[config.mk]
export PLATFORM = sky130hd
export DESIGN_NAME = phys_reg_free_list_flat
export DESIGN_NICKNAME = d
export VERILOG_FILES = /design/src/rtl/ooo_pkg.sv /design/src/rtl/phys_reg_free_list_if.sv /design/src/rtl/lane_prefix_count.sv /design/src/rtl/phys_reg_free_list.sv /design/src/flat_wrapper.sv
export SDC_FILE = /design/constraint.sdc
export NUM_CORES = 1
export LEC_CHECK = 0
export CORE_MARGIN = 2
export CORE_UTILIZATION = 40
export CTS_CLUSTER_SIZE = 8
export DETAILED_ROUTE_END_ITERATION = 8
export PLACE_DENSITY_LB_ADDON = 0.12
export SLEW_MARGIN = 30
export SYNTH_ARGS = -nofsm -noshare
export SYNTH_HDL_FRONTEND = slang
export SYNTH_SLANG_ARGS = --single-unit
[constraint.sdc]
create_clock -name clk -period 4.7 [get_ports clk]
set_input_delay 0.705 -clock clk [delete_from_list [all_inputs] [get_ports clk]]
set_output_delay 0.705 -clock clk [all_outputs]
set_load 0.02 [all_outputs]
[src/rtl/ooo_pkg.sv]
// ooo_pkg: shared out-of-order core types and sizes for rename, free list and ROB.
package ooo_pkg;
  localparam int PRF_SIZE = 64;
  localparam int RF_SIZE = 32;
  localparam int WIDTH = 2;
  localparam int FL_DEPTH = PRF_SIZE - RF_SIZE;
  localparam int TAG_W = $clog2(PRF_SIZE);
  localparam int IDX_W = $clog2(FL_DEPTH);
  localparam int PTR_W = IDX_W + 1;
  localparam int CNT_W = $clog2(WIDTH + 1);
  typedef logic [TAG_W-1:0] phys_tag_t;
  typedef logic [$clog2(RF_SIZE)-1:0] arch_tag_t;
  typedef logic [PTR_W-1:0] fl_ptr_t;
  typedef logic [IDX_W-1:0] fl_idx_t;
  typedef logic [CNT_W-1:0] lane_cnt_t;
  function automatic fl_idx_t ptr_idx(fl_ptr_t p);
    return p[IDX_W-1:0];
  endfunction
endpackage

[src/rtl/phys_reg_free_list_if.sv]
// phys_reg_free_list_if: dispatch/retire/rollback port bundle of the physical register free list.
interface phys_reg_free_list_if;
  import ooo_pkg::*;
  logic [WIDTH-1:0] alloc_req;
  logic alloc_ready;
  phys_tag_t [WIDTH-1:0] alloc_tag;
  fl_ptr_t head_ptr;
  logic [WIDTH-1:0] free_en;
  phys_tag_t [WIDTH-1:0] free_tag;
  logic rollback_en;
  fl_ptr_t rollback_head;
  fl_ptr_t free_count;
  logic free_err;
  modport master(output alloc_req, free_en, free_tag, rollback_en, rollback_head,
                 input alloc_ready, alloc_tag, head_ptr, free_count, free_err);
  modport slave(input alloc_req, free_en, free_tag, rollback_en, rollback_head,
                output alloc_ready, alloc_tag, head_ptr, free_count, free_err);
endinterface

[src/rtl/lane_prefix_count.sv]
// lane_prefix_count: exclusive prefix popcount of a lane mask plus its total.
module lane_prefix_count
  import ooo_pkg::*;
(
  input  logic [WIDTH-1:0]      v,
  output lane_cnt_t [WIDTH-1:0] ofs,
  output lane_cnt_t             total
);
  always_comb begin
    total = '0;
    for (int i = 0; i < WIDTH; i++) begin
      ofs[i] = total;
      total = total + lane_cnt_t'(v[i]);
    end
  end
endmodule

[src/rtl/phys_reg_free_list.sv]
// phys_reg_free_list: circular FIFO of free physical tags with rollback; define FL_DUP_CHECK_EN
// to track membership and drop/flag double frees.
module phys_reg_free_list
  import ooo_pkg::*;
(
  input logic clk,
  input logic rst_n,
  phys_reg_free_list_if.slave fl_if
);
  phys_tag_t fl_q [FL_DEPTH];
  phys_tag_t fl_d [FL_DEPTH];
  fl_ptr_t head_q, head_d, tail_q, tail_d, count;
  lane_cnt_t [WIDTH-1:0] a_ofs, f_ofs;
  lane_cnt_t a_tot, f_tot;
  logic [WIDTH-1:0] f_acc;
  logic [PTR_W:0] occ;
  logic alloc_fire, overflow;
  lane_prefix_count u_aofs (.v(fl_if.alloc_req), .ofs(a_ofs), .total(a_tot));
  lane_prefix_count u_fofs (.v(f_acc), .ofs(f_ofs), .total(f_tot));
  assign count = tail_q - head_q;
  assign fl_if.free_count = count;
  assign fl_if.alloc_ready = count >= fl_ptr_t'(WIDTH);
  assign fl_if.head_ptr = head_q;
  assign alloc_fire = fl_if.alloc_ready && !fl_if.rollback_en;
  // occupancy seen by the frees uses the post-rollback head
  assign occ = {1'b0, fl_ptr_t'(tail_q - (fl_if.rollback_en ? fl_if.rollback_head : head_q))}
             + (PTR_W+1)'(f_tot);
  assign overflow = occ > (PTR_W+1)'(FL_DEPTH);
  always_comb begin
    for (int i = 0; i < WIDTH; i++)
      fl_if.alloc_tag[i] = fl_q[ptr_idx(head_q + fl_ptr_t'(a_ofs[i]))];
    fl_d = fl_q;
    for (int i = 0; i < WIDTH; i++)
      if (f_acc[i] && !overflow) fl_d[ptr_idx(tail_q + fl_ptr_t'(f_ofs[i]))] = fl_if.free_tag[i];
    head_d = fl_if.rollback_en ? fl_if.rollback_head : alloc_fire ? head_q + fl_ptr_t'(a_tot) : head_q;
    tail_d = overflow ? tail_q : tail_q + fl_ptr_t'(f_tot);
  end
  always_ff @(posedge clk or negedge rst_n)
    if (!rst_n) begin
      head_q <= '0;
      tail_q <= fl_ptr_t'(FL_DEPTH);
      for (int k = 0; k < FL_DEPTH; k++) fl_q[k] <= phys_tag_t'(RF_SIZE + k);
    end else begin
      head_q <= head_d;
      tail_q <= tail_d;
      fl_q <= fl_d;
    end
  assert property (@(posedge clk) disable iff (!rst_n) !overflow);
`ifdef FL_DUP_CHECK_EN
  logic [PRF_SIZE-1:0] in_list_q, in_list_d;
  logic [WIDTH-1:0] dup;
  logic free_err_q, free_err_d;
  fl_ptr_t span;
  always_comb begin
    for (int i = 0; i < WIDTH; i++) begin
      dup[i] = in_list_q[fl_if.free_tag[i]];
      for (int j = 0; j < i; j++)
        if (fl_if.free_en[j] && fl_if.free_tag[j] == fl_if.free_tag[i]) dup[i] = 1'b1;
    end
    f_acc = fl_if.free_en & ~dup;
    free_err_d = |(fl_if.free_en & dup);
  end
  always_comb begin
    in_list_d = in_list_q;
    span = head_q - fl_if.rollback_head;
    // squashed slots sit in [rollback_head, head) and become free again
    if (fl_if.rollback_en)
      for (int k = 0; k < FL_DEPTH; k++)
        if ({1'b0, fl_idx_t'(k) - ptr_idx(fl_if.rollback_head)} < span) in_list_d[fl_q[k]] = 1'b1;
    if (alloc_fire)
      for (int i = 0; i < WIDTH; i++)
        if (fl_if.alloc_req[i]) in_list_d[fl_if.alloc_tag[i]] = 1'b0;
    if (!overflow)
      for (int i = 0; i < WIDTH; i++)
        if (f_acc[i]) in_list_d[fl_if.free_tag[i]] = 1'b1;
  end
  always_ff @(posedge clk or negedge rst_n)
    if (!rst_n) begin
      in_list_q <= {{FL_DEPTH{1'b1}}, {RF_SIZE{1'b0}}};
      free_err_q <= 1'b0;
    end else begin
      in_list_q <= in_list_d;
      free_err_q <= free_err_d;
    end
  assign fl_if.free_err = free_err_q;
`else
  assign f_acc = fl_if.free_en;
  assign fl_if.free_err = 1'b0;
`endif
endmodule

[src/flat_wrapper.sv]
// flat-port wrapper written by rule: the top's interface ports become plain ports
module phys_reg_free_list_flat import ooo_pkg::*;
  (clk, rst_n, fl_if_alloc_req, fl_if_free_en, fl_if_free_tag, fl_if_rollback_en, fl_if_rollback_head, fl_if_alloc_ready, fl_if_alloc_tag, fl_if_head_ptr, fl_if_free_count, fl_if_free_err);
  phys_reg_free_list_if fl_if_i ();
  input logic clk;
  input logic rst_n;
  input wire logic [$bits(fl_if_i.alloc_req)-1:0] fl_if_alloc_req;
  input wire logic [$bits(fl_if_i.free_en)-1:0] fl_if_free_en;
  input wire logic [$bits(fl_if_i.free_tag)-1:0] fl_if_free_tag;
  input wire logic [$bits(fl_if_i.rollback_en)-1:0] fl_if_rollback_en;
  input wire logic [$bits(fl_if_i.rollback_head)-1:0] fl_if_rollback_head;
  output wire logic [$bits(fl_if_i.alloc_ready)-1:0] fl_if_alloc_ready;
  output wire logic [$bits(fl_if_i.alloc_tag)-1:0] fl_if_alloc_tag;
  output wire logic [$bits(fl_if_i.head_ptr)-1:0] fl_if_head_ptr;
  output wire logic [$bits(fl_if_i.free_count)-1:0] fl_if_free_count;
  output wire logic [$bits(fl_if_i.free_err)-1:0] fl_if_free_err;
  assign fl_if_i.alloc_req = fl_if_alloc_req;
  assign fl_if_i.free_en = fl_if_free_en;
  assign fl_if_i.free_tag = fl_if_free_tag;
  assign fl_if_i.rollback_en = fl_if_rollback_en;
  assign fl_if_i.rollback_head = fl_if_rollback_head;
  assign fl_if_alloc_ready = fl_if_i.alloc_ready;
  assign fl_if_alloc_tag = fl_if_i.alloc_tag;
  assign fl_if_head_ptr = fl_if_i.head_ptr;
  assign fl_if_free_count = fl_if_i.free_count;
  assign fl_if_free_err = fl_if_i.free_err;
  phys_reg_free_list u_core (.clk(clk), .rst_n(rst_n), .fl_if(fl_if_i));
endmodule
==> summary.md <==
| Metric | Value |
|---|---|
| Maximum Capacitance Violations | `0` |
| Critical-path top delay cell | `clkdlybuf4s50_1` |
| Endpoints failing setup | `0` |
| CTS tree | `done` |
| Placed cells | `2131` |
| Most frequent cells in the layout | `o21ai_0, nor2_1, mux4_2` |
| DP Wirelength | `42900 µm` |
| Net Sw Frac | `between 40% and 50%` |
| Post-CTS Repair Setup Buffers | `0` |
| Drt total wl | `63900 µm` |
| Syn-to-layout area delta | `14.9%` |
| Wirelength per Cell | `29.2 µm` |
| Vias post-DR | `14500` |
| ANT nets after route | `0` |
| H-tree depth | `1` |
| Worst reg-to-reg setup slack | `0.45 ns` |
| Num Clock Sinks | `204` |
| PD cells | `roughly 870 nW/µm²` |
| Most common cell after layout, fill and taps aside | `o21ai_0` |
| Switching pwr | `roughly 7.2 mW` |
| Power share of the sequential group | `24.0%` |
| Netlist cell types | `50` |
| Clock transition at path regs | `around 0.060 ns` |
| Synth warn | `0` |
| Final min period | `approximately 4.6 ns` |
| First-pass GRT wire length | `93200 µm` |
| Ports | `51` |
| Vias/cell | `6.64` |
| Initial Utilization | `between 40 and 50%` |
| Setup_tns | `0 ns` |
| Root buf cell | `clkbuf_16` |
| Initial antenna violation count | `3` |
| Slew @ Worst Pin | `about 1.1 ns` |
| Worst flop-to-flop path startpoint | `u_core.fl_if.head_ptr[0]` |
| Mapped Cells | `1643` |
| Outcome | `finished, final reports clean` |
| Required time worst endpoint | `3.99 ns` |
| Die Area | `39300 µm²` |
| Final instance area | `about 17000 µm²` |
| Worst setup SP type | `primary input` |
| Crit path capture type | `output port` |
| Min-delay worst type | `in -> async` |
| Layout cells sized above 1 | `~23%` |
| Number of global-route vias before repair | `approximately 14000` |
| Fin nets | `1702` |
| Core area | `37400 µm²` |
| Fin. Hold Viols | `0` |
| FMAX | `0.216 GHz` |
| Number of synthesized flops with an enable pin | `0` |
| Die width | `198 µm` |
| Critical path class | `in -> out` |
| Placed Area | `about 16000 µm²` |
| Largest net degree at the start of global routing | `94` |
| Cells on worst reg2reg path | `13` |
| RSZ-0062 raised after global routing | `false` |
| Synth Cell Area | `15100 µm²` |
| Max Clock Skew | `between 0.015 and 0.02 ns` |
| Headroom to the max-slew limit | `between 20 and 30%` |
| Post-CTS Resized | `0` |
| GRT Overall Usage | `around a third` |
| Non-Filler Instances | `2187` |
| Final period util | `98.6%` |
| Clock Latency Late Sink | `0.59 ns` |
| Die Span Y | `198 µm` |
| Main synth FF type | `dfstp_2` |
| 1st-iter DRT viols | `2053` |
| Peak supply drop | `0.000662 V` |
| CP peak stage delay | `0.55 ns` |
| Crit-path max FO | `24` |
| DRC | `0` |
| TritonCTS Buffers | `30` |
| Drt pass-1 iters | `6` |
| # port buffers | `49` |
| Routability Congestion | `0.935` |
| Crit path DAT | `3.93 ns` |
| Crit path cell chain | `clkdlybuf4s50_1, ha_4, ha_2, buf_12, buf_4, mux4_2, mux4_2, mux2_2, clkdlybuf4s50_1` |
| Leak pwr | `between 6 and 7 nW` |
| Seq. cell area | `5250 µm²` |
| Internal Power | `approximately 7.8 mW` |
| Fraction of registers with async set/reset | `100%` |
| Fillers | `3602` |
| FF-to-FF End | `u_core.fl_q[183]` |
| Cts hold-fix bufs | `0` |
| Average cell area after synthesis | `9.19 µm²` |
| Sequential area share after synthesis | `roughly a third` |
| Power Total | `15.1 mW` |
| Area of the multi-input gates | `between 9000 and 10000 µm²` |
| Logic pwr share | `between 60% and 70%` |
| GRT Residual Overflow | `0` |
| Yosys reg bits | `204` |
| Slew Viols, Final | `0` |
| Syn Nets | `1693` |
| Clk pwr share | `14.1%` |
| Rows | `71` |
| CTS max path bufs | `3` |
[power by group through the flow]
stage                     Combinational (mW)  Sequential, mW  Clock [mW]
after global routing                    9.86            3.68        2.20
after detailed placement                9.11            3.56           0
after CTS                               9.12            3.56        2.13
after global placement                  9.00            3.54           0
final                                   9.33            3.61        2.13
after floorplan                         5.62            3.24           0
[kinds of logic (layout without fill, tap and decap cells)]
| kind of cell | Yosys count | after routing | share of synthesized area, % |
|---|---|---|---|
| DFF | 204 | 204 | 34.8 |
| muxes | 132 | 132 | 18.8 |
| xor gates and xnor gates | 21 | 21 | 1.22 |
| and+or+nand+nor | 519 | 519 | 16.1 |
| other | 1 | 2 | 0.0248 |
| AOI/OAI and AO/OA | 563 | 563 | 22.2 |
| adders and majority gates | 25 | 25 | 2.32 |
| buffers and inverters | 178 | 210 | 4.63 |
[Yosys cell counts, drive strengths merged, types with 15 or more instances]
library cell  count  share of area [%]
or3              54                2.2
nor3             66                2.2
dfrtp            91                 15
mux4            120                 18
ha               20                1.7
inv              18               0.45
a21oi            39                1.3
o21ai           342                 11
a2bb2oi         108                6.3
nand2           107                2.7
nand3            39                1.3
xnor2            15               0.87
nor2            174                4.3
dfstp           113                 20
buf              24               0.80
clkbuf          132                3.3
nor4             31                1.3
a31oi            56                2.3
[cell type report]
| type | instances | share of cell area (%) |
|---|---|---|
| clock buffers | 54 | 5.09 |
| diodes | 1 | 0.0144 |
| clock inverters | 1 | 0.0289 |
| multi-input cells | 1261 | 53.2 |
| repair buffers | 133 | 7.27 |
| flip-flops and latches | 204 | 30.3 |
| inverters | 22 | 0.476 |
| well taps | 511 | 3.69 |
[flip-flops by register name (all words and copies together) (netlist names)]
name and flops:
u_core.fl_if.head_ptr 6, u_core.fl_q 192, u_core.tail_q 6
[worst max-delay path by stage]
stage / to / start / cells past startpoint
6_report: fl_if_alloc_tag[8] / fl_if_alloc_req[0] / 9
5_1_grt: fl_if_alloc_tag[8] / fl_if_alloc_req[0] / 9
4_1_cts: fl_if_alloc_tag[8] / fl_if_alloc_req[0] / 9
3_5_place_dp: u_core.fl_q[183] / fl_if_rollback_en / 14
3_3_place_gp: u_core.fl_q[176] / fl_if_rollback_en / 13
2_1_floorplan: u_core.fl_q[133] / u_core.fl_if.head_ptr[1] / 16
[stage by stage]
| stage | util [%] | hold slack, ns | setup slack (ns) |
|---|---|---|---|
| after floorplan | - | 0.409 | 0.00190 |
| after global placement | 43.9 | 0.483 | -0.0870 |
| after detailed placement | 44.0 | 0.490 | -0.122 |
| after CTS | 46.4 | 0.250 | 0.0737 |
| after global routing | 46.4 | 0.289 | 0.00890 |
| final | 46.4 | 0.232 | 0.0641 |
[critical path, delay by kind of cell]
family                     cells  cell delay [ns]
muxes                          3             1.16
adders and majority gates      2             0.54
buffers and inverters          4             1.50
[per-layer routing]
| layer | share of wire (%) | track usage (%) | vias to the layer above | routed length, µm |
|---|---|---|---|---|
| li1 | - | - | 6234 | - |
| met1 | 40 | 45.4 | 7189 | 25900 |
| met2 | 43 | 48.4 | 896 | 27700 |
| met3 | 11 | 7.31 | 205 | 7100 |
| met4 | 5.1 | 15.2 | 2 | 3240 |
| met5 | 0.014 | 0 | - | 9 |
No activity file was read; power rests on OpenSTA's default activity.
